$ cat src/rtl/branch_resolve_unit_if.sv
// ID-stage branch resolution bundle: IF prediction, ID outcome,
// BTB update strobe, redirect and performance counters.
interface branch_resolve_unit_if #(
    parameter int CNT_WIDTH = 32
);
    logic [31:0]          pc_f;
    logic                 btb_hit;
    logic [31:0]          pred_target;
    logic                 stall_d;
    logic                 flush_d;
    logic [31:0]          pc_d;
    logic                 instr_valid_d;
    logic                 is_branch_d;
    logic                 is_jump_d;
    logic                 branch_taken_d;
    logic [31:0]          branch_target_d;
    logic                 cflow_valid;
    logic                 cflow_taken;
    logic [31:0]          cflow_target;
    logic                 redirect;
    logic [31:0]          redirect_pc;
    logic                 pred_taken_d;
    logic [CNT_WIDTH-1:0] perf_branch_cnt;
    logic [CNT_WIDTH-1:0] perf_mispredict_cnt;

    modport master (
        output pc_f, btb_hit, pred_target,
        output stall_d, flush_d, pc_d,
        output instr_valid_d, is_branch_d, is_jump_d,
        output branch_taken_d, branch_target_d,
        input  cflow_valid, cflow_taken, cflow_target,
        input  redirect, redirect_pc, pred_taken_d,
        input  perf_branch_cnt, perf_mispredict_cnt
    );

    modport slave (
        input  pc_f, btb_hit, pred_target,
        input  stall_d, flush_d, pc_d,
        input  instr_valid_d, is_branch_d, is_jump_d,
        input  branch_taken_d, branch_target_d,
        output cflow_valid, cflow_taken, cflow_target,
        output redirect, redirect_pc, pred_taken_d,
        output perf_branch_cnt, perf_mispredict_cnt
    );
endinterface

$ cat src/rtl/branch_resolve_unit.sv
// Carries the BTB prediction into ID, resolves it against the decoded
// outcome, drives redirect and the BTB update port, counts events.
module branch_resolve_unit #(
    parameter int CNT_WIDTH = 32
) (
    input logic                  clk,
    input logic                  reset,
    branch_resolve_unit_if.slave bus
);
    logic                 r_pred_taken;
    logic [31:0]          r_pred_target;
    logic                 r_resolved;
    logic [CNT_WIDTH-1:0] r_branch_cnt;
    logic [CNT_WIDTH-1:0] r_mispredict_cnt;

    logic                 w_cf;
    logic                 w_actual;
    logic                 w_dir_wrong;
    logic                 w_tgt_wrong;
    logic                 w_mispredict;
    logic [31:0]          w_pc_plus4;

    assign w_cf = bus.instr_valid_d
                & (bus.is_branch_d | bus.is_jump_d)
                & ~r_resolved;
    assign w_actual     = bus.is_jump_d | bus.branch_taken_d;
    assign w_dir_wrong  = w_actual != r_pred_taken;
    assign w_tgt_wrong  = w_actual & r_pred_taken
                        & (bus.branch_target_d != r_pred_target);
    assign w_mispredict = w_cf & (w_dir_wrong | w_tgt_wrong);
    assign w_pc_plus4   = bus.pc_d + 32'd4;

    assign bus.cflow_valid  = w_cf;
    assign bus.cflow_taken  = w_actual;
    assign bus.cflow_target = bus.branch_target_d;
    assign bus.redirect     = w_mispredict;
    assign bus.redirect_pc  = w_actual ? bus.branch_target_d
                                       : w_pc_plus4;
    assign bus.pred_taken_d = r_pred_taken;

    assign bus.perf_branch_cnt     = r_branch_cnt;
    assign bus.perf_mispredict_cnt = r_mispredict_cnt;

    always_ff @(posedge clk) begin
        if (reset) begin
            r_pred_taken     <= 1'b0;
            r_pred_target    <= 32'd0;
            r_resolved       <= 1'b0;
            r_branch_cnt     <= '0;
            r_mispredict_cnt <= '0;
        end else begin
            if (bus.flush_d) begin
                r_pred_taken  <= 1'b0;
                r_pred_target <= 32'd0;
            end else if (!bus.stall_d) begin
                r_pred_taken  <= bus.btb_hit;
                r_pred_target <= bus.pred_target;
            end

            // Remember a resolved event so a held instruction reports once
            if (bus.flush_d || !bus.stall_d) begin
                r_resolved <= 1'b0;
            end else if (w_cf) begin
                r_resolved <= 1'b1;
            end

            if (w_cf && (r_branch_cnt != '1)) begin
                r_branch_cnt <= r_branch_cnt + 1'b1;
            end
            if (w_mispredict && (r_mispredict_cnt != '1)) begin
                r_mispredict_cnt <= r_mispredict_cnt + 1'b1;
            end
        end
    end
endmodule

$ cat src/flat_wrapper.sv
// flat-port wrapper written by rule: the top's interface ports become plain ports
module branch_resolve_unit_flat 
#(
    parameter int CNT_WIDTH = 32
)
  (clk, reset, bus_pc_f, bus_btb_hit, bus_pred_target, bus_stall_d, bus_flush_d, bus_pc_d, bus_instr_valid_d, bus_is_branch_d, bus_is_jump_d, bus_branch_taken_d, bus_branch_target_d, bus_cflow_valid, bus_cflow_taken, bus_cflow_target, bus_redirect, bus_redirect_pc, bus_pred_taken_d, bus_perf_branch_cnt, bus_perf_mispredict_cnt);
  branch_resolve_unit_if #(.CNT_WIDTH(CNT_WIDTH)) bus_i ();
  input logic clk;
  input logic reset;
  input wire logic [$bits(bus_i.pc_f)-1:0] bus_pc_f;
  input wire logic [$bits(bus_i.btb_hit)-1:0] bus_btb_hit;
  input wire logic [$bits(bus_i.pred_target)-1:0] bus_pred_target;
  input wire logic [$bits(bus_i.stall_d)-1:0] bus_stall_d;
  input wire logic [$bits(bus_i.flush_d)-1:0] bus_flush_d;
  input wire logic [$bits(bus_i.pc_d)-1:0] bus_pc_d;
  input wire logic [$bits(bus_i.instr_valid_d)-1:0] bus_instr_valid_d;
  input wire logic [$bits(bus_i.is_branch_d)-1:0] bus_is_branch_d;
  input wire logic [$bits(bus_i.is_jump_d)-1:0] bus_is_jump_d;
  input wire logic [$bits(bus_i.branch_taken_d)-1:0] bus_branch_taken_d;
  input wire logic [$bits(bus_i.branch_target_d)-1:0] bus_branch_target_d;
  output wire logic [$bits(bus_i.cflow_valid)-1:0] bus_cflow_valid;
  output wire logic [$bits(bus_i.cflow_taken)-1:0] bus_cflow_taken;
  output wire logic [$bits(bus_i.cflow_target)-1:0] bus_cflow_target;
  output wire logic [$bits(bus_i.redirect)-1:0] bus_redirect;
  output wire logic [$bits(bus_i.redirect_pc)-1:0] bus_redirect_pc;
  output wire logic [$bits(bus_i.pred_taken_d)-1:0] bus_pred_taken_d;
  output wire logic [$bits(bus_i.perf_branch_cnt)-1:0] bus_perf_branch_cnt;
  output wire logic [$bits(bus_i.perf_mispredict_cnt)-1:0] bus_perf_mispredict_cnt;
  assign bus_i.pc_f = bus_pc_f;
  assign bus_i.btb_hit = bus_btb_hit;
  assign bus_i.pred_target = bus_pred_target;
  assign bus_i.stall_d = bus_stall_d;
  assign bus_i.flush_d = bus_flush_d;
  assign bus_i.pc_d = bus_pc_d;
  assign bus_i.instr_valid_d = bus_instr_valid_d;
  assign bus_i.is_branch_d = bus_is_branch_d;
  assign bus_i.is_jump_d = bus_is_jump_d;
  assign bus_i.branch_taken_d = bus_branch_taken_d;
  assign bus_i.branch_target_d = bus_branch_target_d;
  assign bus_cflow_valid = bus_i.cflow_valid;
  assign bus_cflow_taken = bus_i.cflow_taken;
  assign bus_cflow_target = bus_i.cflow_target;
  assign bus_redirect = bus_i.redirect;
  assign bus_redirect_pc = bus_i.redirect_pc;
  assign bus_pred_taken_d = bus_i.pred_taken_d;
  assign bus_perf_branch_cnt = bus_i.perf_branch_cnt;
  assign bus_perf_mispredict_cnt = bus_i.perf_mispredict_cnt;
  branch_resolve_unit #(.CNT_WIDTH(CNT_WIDTH)) u_core (.clk(clk), .reset(reset), .bus(bus_i));
endmodule
$ cat config.mk
export PLATFORM = sky130hd
export DESIGN_NAME = branch_resolve_unit_flat
export DESIGN_NICKNAME = d
export VERILOG_FILES = /design/src/rtl/branch_resolve_unit_if.sv /design/src/rtl/branch_resolve_unit.sv /design/src/flat_wrapper.sv
export SDC_FILE = /design/constraint.sdc
export NUM_CORES = 1
export LEC_CHECK = 0
export ABC_AREA = 1
export CORE_MARGIN = 4
export CORE_UTILIZATION = 45
export DETAILED_ROUTE_END_ITERATION = 7
export MAX_ROUTING_LAYER = met4
export PLACE_DENSITY = 0.93
export SETUP_SLACK_MARGIN = 0.05
export SLEW_MARGIN = 20
export SYNTH_ARGS = -nofsm -noshare
export SYNTH_HDL_FRONTEND = slang
export SYNTH_SLANG_ARGS = --single-unit
$ cat constraint.sdc
create_clock -name clk -period 6.1 [get_ports clk]
set_input_delay 1.22 -clock clk [delete_from_list [all_inputs] [get_ports clk]]
set_output_delay 1.22 -clock clk [all_outputs]
set_load 0.02 [all_outputs]
Word-level counts from Yosys, hierarchy flattened
Cells that the tools add are included.
{"block": "totals", "reg_bits": 98, "word_cells": 28, "input_bits": 137, "output_inout_bits": 132}
{"block": "op_classes", "n_bitwise": 9, "add_sub_neg": 3, "reduce_logical": 6, "eq_ne": 4, "muxes": 1}
{"cell": "$add 32x1->32 const B", "n": 2}
{"cell": "$ne 32x32->1 const B", "n": 2}
{"cell": "$add 32x3->32 const B", "n": 1}
{"cell": "$mux 32", "n": 1}
{"cell": "$ne 32x32->1", "n": 1}
{"cell": "$and 1x1->1", "n": 5}
{"cell": "$reduce_or 2->1", "n": 2}
{"cell": "$or 1x1->1", "n": 3}
{"cell": "$logic_and 1x1->1", "n": 2}
{"cell": "$logic_not 1->1", "n": 1}
{"cell": "$logic_or 1x1->1", "n": 1}
{"cell": "$ne 1x1->1", "n": 1}
{"cell": "$not 1->1", "n": 1}

Logic depth before layout (Yosys ltp)
Gate-level depths: netlist of run 1.
{"block": "logic_depth", "ltp_word": 6, "mapped_depth": 15, "mapped_depth_nobuf": 14}

Worst setup path after synthesis of run 1
No wires, ideal clock.
{"block": "synth_path", "path_kind": "input to output", "startpoint": "input port bus_branch_taken_d", "endpoint": "output port bus_redirect", "required_time_ns": 4.880, "path_buffers": 1, "arrival_time_ns": 2.769, "cell_stages": 6, "path_slack_ns": 2.111, "cell_sequence": "nor2_1 > clkinv_1 > clkbuf_1 > ha_1 > inv_1 > a21boi_0"}
{"block": "synth_between", "elab_chain_len": 5, "elab_cells_between_ends": 6, "cone_classes": "1 x eq/ne; 5 x bitwise"}
{"item": "from (decl)", "line_no": "flat_wrapper.sv:19", "rtl": "input wire logic [$bits(bus_i.branch_taken_d)-1:0] bus_branch_taken_d;"}
{"item": "$or 1x1->1 (*)", "line_no": "branch_resolve_unit.sv:26", "rtl": "assign w_actual = bus.is_jump_d | bus.branch_taken_d;"}
{"item": "via bus_cflow_taken", "line_no": "flat_wrapper.sv:22", "rtl": "output wire logic [$bits(bus_i.cflow_taken)-1:0] bus_cflow_taken;"}
{"item": "$and 1x1->1", "line_no": "branch_resolve_unit.sv:28", "rtl": "assign w_tgt_wrong = w_actual & r_pred_taken"}
{"item": "$and 1x1->1", "line_no": "branch_resolve_unit.sv:29", "rtl": "& (bus.branch_target_d != r_pred_target);"}
{"item": "$or 1x1->1 (*)", "line_no": "branch_resolve_unit.sv:30", "rtl": "assign w_mispredict = w_cf & (w_dir_wrong | w_tgt_wrong);"}
{"item": "$and 1x1->1 (*)", "line_no": "branch_resolve_unit.sv:30"}
{"item": "to (decl)", "line_no": "flat_wrapper.sv:24", "rtl": "output wire logic [$bits(bus_i.redirect)-1:0] bus_redirect;"}
Mark *: on every way through the listed nets, which the timed path passes. The rest lies on a longest branch.

Worst setup path in the final report of run 1
{"block": "layout_path", "startpoint": "input port bus_pc_d[2]", "endpoint": "output port bus_redirect_pc[26]"}
{"block": "layout_between", "elab_chain_len": 2}
{"item": "from (decl)", "line_no": "flat_wrapper.sv:15", "rtl": "input wire logic [$bits(bus_i.pc_d)-1:0] bus_pc_d;"}
{"item": "$add 32x3->32", "line_no": "branch_resolve_unit.sv:31", "rtl": "assign w_pc_plus4 = bus.pc_d + 32'd4;"}
{"item": "$mux 32", "line_no": "branch_resolve_unit.sv:37", "rtl": "assign bus.redirect_pc = w_actual ? bus.branch_target_d"}
{"item": "to (decl)", "line_no": "flat_wrapper.sv:25", "rtl": "output wire logic [$bits(bus_i.redirect_pc)-1:0] bus_redirect_pc;"}
No other way between the ends.

==> flow_summary_export.csv, run 1 <==
group,metric,value,unit
power_and_ir_drop,power.density,162,nW/um2
min_path,worstHoldPathCells,2,
setup_path,end_kind,"primary output",
global_routing,antenna_found_initial,1,
clocking,cts_setup_buffers,0,
layout,syn2layout_area_growth,35.8,%
sta,fin_skew,0.0116,ns
sta,setup_violations,0,
logic_synthesis,synthTopCellsByCount,"360 x nand2_1, 151 x inv_1, 127 x nor2_1, 98 x dfxtp_1, 66 x nand3_1",
setup_path,cp.arrival,3.91,ns
setup_path,reg2reg_slack,3.49,ns
routing,wl,23.5,mm
sta,tightest_slew,0.905,ns
layout,nets,1491,
clocking,htree_levels,3,
setup_path,max_stage_delay,0.67,ns
clocking,tritoncts,"built",
layout,fin_area,9580,um2
sta,timing.final.crit_share,84.1,%
setup_path,worst-r2r-cell-count,11,
clocking,clk_latency,0.35,ns
routing,via_per_inst,5.09,
setup_path,crit_fanout,4,
power_and_ir_drop,leakagePower,3.77,nW
setup_path,cp_cell_sequence,"clkdlybuf4s50_1 -> ha_1 -> nand2_2 -> nor3_4 -> nand2_2 -> nor2_4 -> nand2_2 -> nor2_4 -> nand2_2 -> nor2_2 -> xor2_1 -> nand2_1 -> nand2_1 -> clkdlybuf4s50_1",
sta,max_freq,195,MHz
floorplan,ios,269,
logic_synthesis,syn_inst,1167,
placement,dp_worst_setup_slack,0.975,ns
clocking,cts_max_path_buffers,2,
routing,remaining_drc_errors,0,
layout,fillCellCount,1377,
floorplan,die-area,17800,um2
clocking,clk_pin_slew,0.07,ns
logic_synthesis,synth_edf_count,0,
status,status,"finished clean",
global_routing,grt_max_degree,67,
sta,hold_viol,0,
sta,min_period,5.13,ns
floorplan,fp-row-count,45,
layout,drive_gt1_share,3.69,%
job,drv_cap,0,
clocking,root_buffer,"clkbuf_16",
sta,slew_viol_final,0,
setup_path,worstPathRequired,4.88,ns
floorplan,initial_core_util,46.3,%
logic_synthesis,yosysWarnings,0,
sta,setup-tns-final,0,ns
logic_synthesis,synth-async-reset-ratio,0,%
logic_synthesis,syn_area_per_cell,6.05,um2
setup_path,start_kind,"input pin",
routing,dr.pass1.iters,8,
power_and_ir_drop,ir_drop,0.000116,V
global_routing,grt_pass1_vias,7447,
floorplan,die_h,133,um
placement,dp.cells,1550,
sta,fin_ws,0.968,ns
floorplan,die_w,133,um
global_routing,grt_pass1_wl,37.5,mm
placement,gp_congestion,0.948,
setup_path,cp.depth,14,
logic_synthesis,post-synth-top-count-cell,"nand2_1",
logic_synthesis,synth_area,7060,um2
routing,via_count,7972,
routing,drt.antenna.violating_nets,0,
min_path,hold_class,"reg2reg",
clocking,cts-resized-gates,0,
logic_synthesis,synth_top_area_cell,"dfxtp_1",
clocking,clock-sinks,98,
logic_synthesis,ys_top_cells_by_area,"dfxtp_1 28%, nand2_1 19%, inv_1 8.0%",
logic_synthesis,synth-main-ff-cell,"dfxtp_1",
logic_synthesis,yosysSeqAreaShare,27.8,%
layout,instances_no_fill,1566,
logic_synthesis,yosysTopAreaCellShare,27.8,%
clocking,numCtsBuffers,9,
placement,hpwl,17.9,mm
setup_path,cpMaxStageDelayCell,"clkdlybuf4s50_1",
logic_synthesis,ys_seq_elements,98,
placement,place_area,9310,um2
setup_path,crit_type,"in2out",
sta,grt_setup_unrepaired,"false",
setup_path,cp_num_buf_inv,2,
setup_path,critPathTopFamily,"buffers and inverters",
global_routing,grt-ovfl-total,0,
logic_synthesis,synth_nets,1308,
placement,numPortBuffers,236,
floorplan,core,15300,um2
routing,wl_per_cell,15.0,um
routing,first_iter_violations,532,
clocking,hold_buffers,0,
global_routing,grtUsageTotal,26.6,%
logic_synthesis,synthDistinctLibCells,37,
setup_path,cpMostUsedCell,"nand2_2",
sta,maxSlewHeadroom,39.4,%
==> per-stage QoR <==
step                util (%)  total power (W)  hold WS (ns)
detailed placement      61.0          0.00102         0.464
global placement        61.0          0.00102         0.455
finish                  62.8          0.00156         0.475
floorplan                  -         0.000857         0.448
CTS                     62.8          0.00156         0.474
global route            62.8          0.00161         0.498
==> sequential cells by signal, indices dropped and copies added, names as in the netlist <==
| signal | cells |
|---|---|
| u_core.r_pred_target | 32 |
| u_core.bus.perf_branch_cnt | 32 |
| u_core.bus.perf_mispredict_cnt | 32 |
| u_core.r_resolved | 1 |
| u_core.bus.pred_taken_d | 1 |
==> worst reg2reg max path, cell delays in order, from the launching register on <==
cell and delay (ns):
dfxtp_1 0.41, ha_1 0.20, inv_1 0.08, nor2_1 0.21, nand3_1 0.18, inv_1 0.12
nand3_2 0.11, nand2_2 0.45, inv_2 0.36, nand2_1 0.16, xor2_1 0.15, nor2_1 0.05
==> cell type report <==
type	instances	area (um2)	share of cell area, %
sequential	98	1960	20.5
multi-input combinational	842	4080	42.6
timing repair buffer	244	2420	25.3
tap	211	264	2.75
antenna	1	2.50	0.0261
clock buffer	11	243	2.53
clock inverter	4	26.3	0.274
inverter	155	582	6.07
==> kinds of logic (layout without fill, tap and decap cells) <==
| group | count (synthesis) | in the layout | synth area share (%) |
|---|---|---|---|
| AO/OA/AOI/OAI | 100 | 100 | 7.27 |
| buffers and inverters | 227 | 414 | 14.6 |
| flip-flops | 98 | 98 | 27.8 |
| XOR/XNOR | 63 | 63 | 7.82 |
| adder cells (fa/ha/maj) | 4 | 4 | 0.709 |
| other | 0 | 1 | 0 |
| AND/OR/NAND/NOR | 675 | 675 | 41.9 |
==> path summary, 6_finish.rpt <==
path / endpoint / startpoint
worst min-delay path: u_core.r_pred_target[4] / u_core.r_pred_target[4]
worst max-delay path: bus_redirect_pc[26] / bus_pc_d[2]
worst max register to register: u_core.bus.perf_branch_cnt[11] / u_core.bus.perf_branch_cnt[1]
worst min register to register: u_core.r_pred_target[4] / u_core.r_pred_target[4]
==> layout by cell type (no fill, tap or decap), types with 8 or more instances in the layout <==
cell	n
o21ai_0	35
nor3_1	28
nor2_1	125
nand2_2	9
nor4_1	11
a21oi_1	57
buf_4	8
nand2_1	359
inv_1	151
nand3_1	66
clkbuf_16	9
dfxtp_1	98
nand4_1	52
xnor2_1	34
clkdlybuf4s50_1	236
xor2_1	29
==> metal layers <==
metal / up-vias / part of all wire, % / routed length (um) / global-route usage, %
met5: - / 0 / 0 / -
met3: 43 / 6.8 / 1600 / 4.87
met4: 0 / 3.3 / 766 / 10.8
li1: 4029 / - / - / -
met2: 306 / 49 / 11500 / 45.8
met1: 3594 / 41 / 9620 / 30.6
==> power breakdown <==
| part | leakage (nW) | switching [W] | total [W] | internal [W] |
|---|---|---|---|---|
| clock | 0.132 | 0.000261 | 0.000548 | 0.000286 |
| sequential | 0.794 | 0.0000102 | 0.000660 | 0.000650 |
| combinational | 2.85 | 0.000190 | 0.000348 | 0.000159 |
| total | 3.77 | 0.000461 | 0.00156 | 0.00110 |
Note: power is estimated with default switching activity, not from simulation.
==> run 2, diff against run 1 <==
--- a/config.mk
+++ b/config.mk
@@ -7,10 +7,10 @@
 export LEC_CHECK = 0
 export ABC_AREA = 1
 export CORE_MARGIN = 4
-export CORE_UTILIZATION = 45
+export CORE_UTILIZATION = 41
 export DETAILED_ROUTE_END_ITERATION = 7
 export MAX_ROUTING_LAYER = met4
-export PLACE_DENSITY = 0.93
+export PLACE_DENSITY = 0.89
 export SETUP_SLACK_MARGIN = 0.05
 export SLEW_MARGIN = 20
 export SYNTH_ARGS = -nofsm -noshare
==> constraint.sdc (replaced) <==
create_clock -name clk -period 4.7 [get_ports clk]
set_input_delay 0.94 -clock clk [delete_from_list [all_inputs] [get_ports clk]]
set_output_delay 0.94 -clock clk [all_outputs]
set_load 0.02 [all_outputs]
==> run 2 against run 1 <==
First-iteration DRC count increased by 6.8%; critical path depth is 3 lower; clock power grew 60%; sequential share of layout area fell by 0.21 points; sequential power increased by 30%; critical endpoint is now bus_redirect_pc[22]; largest power group is now the clock network.
==> flow_summary_export.csv, run 2 (same netlist as run 1, synthesis figures left out) <==
group,metric,value,unit
setup_path,cp.arrival,3.43,ns
placement,dp_worst_setup_slack,0.160,ns
global_routing,grt_max_degree,66,
layout,nets,1493,
routing,drt.antenna.violating_nets,0,
placement,dp.cells,1561,
power_and_ir_drop,power.density,226,nW/um2
floorplan,initial_core_util,42.3,%
clocking,root_buffer,"clkbuf_16",
routing,remaining_drc_errors,0,
power_and_ir_drop,p_int,0.00157,W
setup_path,crit_type,"in2out",
sta,hold_viol,0,
routing,via_per_inst,5.15,
layout,drive_gt1_share,3.83,%
sta,min_period,4.37,ns
power_and_ir_drop,ir_drop,0.000162,V
sta,tightest_slew,0.930,ns
sta,max_freq,229,MHz
clocking,clock-sinks,98,
routing,dr.pass1.iters,5,
clocking,hold_buffers,0,
clocking,numCtsBuffers,9,
layout,fin_area,9680,um2
job,drv_cap,0,
min_path,worstHoldPathCells,2,
global_routing,grt-ovfl-total,0,
power_and_ir_drop,leakagePower,3.84,nW
layout,diodes,0,
setup_path,worst-r2r-cell-count,12,
global_routing,antenna_found_initial,0,
layout,instances_no_fill,1576,
sta,grt_setup_unrepaired,"false",
power_and_ir_drop,power.switching,0.000619,W
sta,setup_violations,0,
setup_path,r2r-start,"u_core.bus.perf_branch_cnt[1]",
power_and_ir_drop,combPwrFrac,20.7,%
min_path,hold_class,"reg2reg",
setup_path,worstPathRequired,3.76,ns
setup_path,reg2reg_slack,2.26,ns
floorplan,die-area,19400,um2
placement,hpwl,18.4,mm
global_routing,grt_pass1_wl,38.6,mm
floorplan,die_w,139,um
power_and_ir_drop,pwr-share-seq,39.1,%
setup_path,start_kind,"input pin",
clocking,tritoncts,"built",
routing,first_iter_violations,568,
sta,fin_ws,0.329,ns
power_and_ir_drop,power.share.clock,40.1,%
sta,fin_skew,0.0141,ns
min_path,hp-start,"u_core.r_pred_target[25]",
sta,fin_hold_ws,0.479,ns
placement,numPortBuffers,236,
clocking,cts-resized-gates,0,
floorplan,die_h,139,um
floorplan,fp-row-count,47,
global_routing,grt_pass1_vias,7588,
min_path,hold-path-endpoint,"u_core.r_pred_target[25]",
global_routing,grtUsageTotal,24.9,%
placement,gp_congestion,0.957,
clocking,clk_pin_slew,0.07,ns
routing,via_count,8118,
layout,syn2layout_area_growth,37.2,%
clocking,cts_setup_buffers,0,
status,status,"finished clean",
floorplan,ios,269,
floorplan,core,16700,um2
sta,timing.final.crit_share,93.0,%
clocking,cts_max_path_buffers,2,
routing,wl,24.3,mm
power_and_ir_drop,swShare,28.3,%
clocking,htree_levels,3,
layout,final_common_cell,"nand2_1",
routing,wl_per_cell,15.4,um
sta,slew_viol_final,0,
layout,layout_common_cells,"360 x nand2_1, 233 x clkdlybuf4s50_1, 151 x inv_1",
setup_path,end_kind,"primary output",
setup_path,r2r_end,"u_core.bus.perf_branch_cnt[11]",
sta,maxSlewHeadroom,37.8,%
clocking,clk_latency,0.36,ns
setup_path,crit_fanout,4,
placement,place_area,9340,um2
sta,setup-tns-final,0,ns
[run 2: changes by cell type in the layout (fill, tap and decap cells not counted), sizes merged, moves of 2 or more]
cell           delta
bufinv            +3
clkdlybuf4s50     -3
dlymetal6s2s      +3
buf               +2
clkbuf            -2
clkinv            -2
[run 2: critical path, stage by stage]
cell             delay (ns)
clkdlybuf4s50_1        0.53
ha_1                   0.21
nand2_2                0.09
nor3_4                 0.25
nand2_2                0.13
nor2_4                 0.14
nand2_2                0.09
nor2_4                 0.13
nor2_1                 0.05
o21ai_0                0.17
clkdlybuf4s50_1        0.69
[run 2: layer usage]
metal	GRT usage (%)	routed length [um]	part of all wire, %
met5	-	0	0
met4	11.2	977	4.0
met3	3.97	1580	6.5
met2	42.7	12000	49
met1	28.7	9770	40
[run 2: area by class of cell]
type / instances / area (um2)
Multi-Input combinational cell: 842 / 4080
Clock buffer: 9 / 225
Timing Repair Buffer: 246 / 2440
Fill cell: 1616 / 7020
Tap cell: 220 / 275
Sequential cell: 98 / 1960
Inverter: 155 / 582
Clock inverter: 6 / 114
[run 2: worst max path at each step]
stage,start,depth (start not counted),slack [ns],end
global route,bus_pc_d[4],11,0.18,bus_redirect_pc[21]
global placement,bus_pc_d[2],14,0.21,bus_redirect_pc[26]
CTS,bus_pc_d[2],12,0.13,bus_redirect_pc[30]
finish,bus_pc_d[2],11,0.33,bus_redirect_pc[22]
detailed placement,bus_pc_d[2],14,0.16,bus_redirect_pc[26]
floorplan,bus_branch_taken_d,6,1.27,bus_redirect
[run 2: stage by stage]
stage               power [W]  util [%]
floorplan             0.00111         -
global placement      0.00132      55.9
detailed placement    0.00133      55.9
CTS                   0.00220      57.9
global route          0.00227      58.0
finish                0.00219      58.0
[run 2: power groups by stage]
stage	Sequential (W)	Combinational [W]	Clock [W]
after floorplan	0.000878	0.000233	0
after global placement	0.000875	0.000448	0
after detailed placement	0.000876	0.000453	0
after CTS	0.000857	0.000456	0.000890
after global routing	0.000859	0.000489	0.000921
final	0.000857	0.000454	0.000879
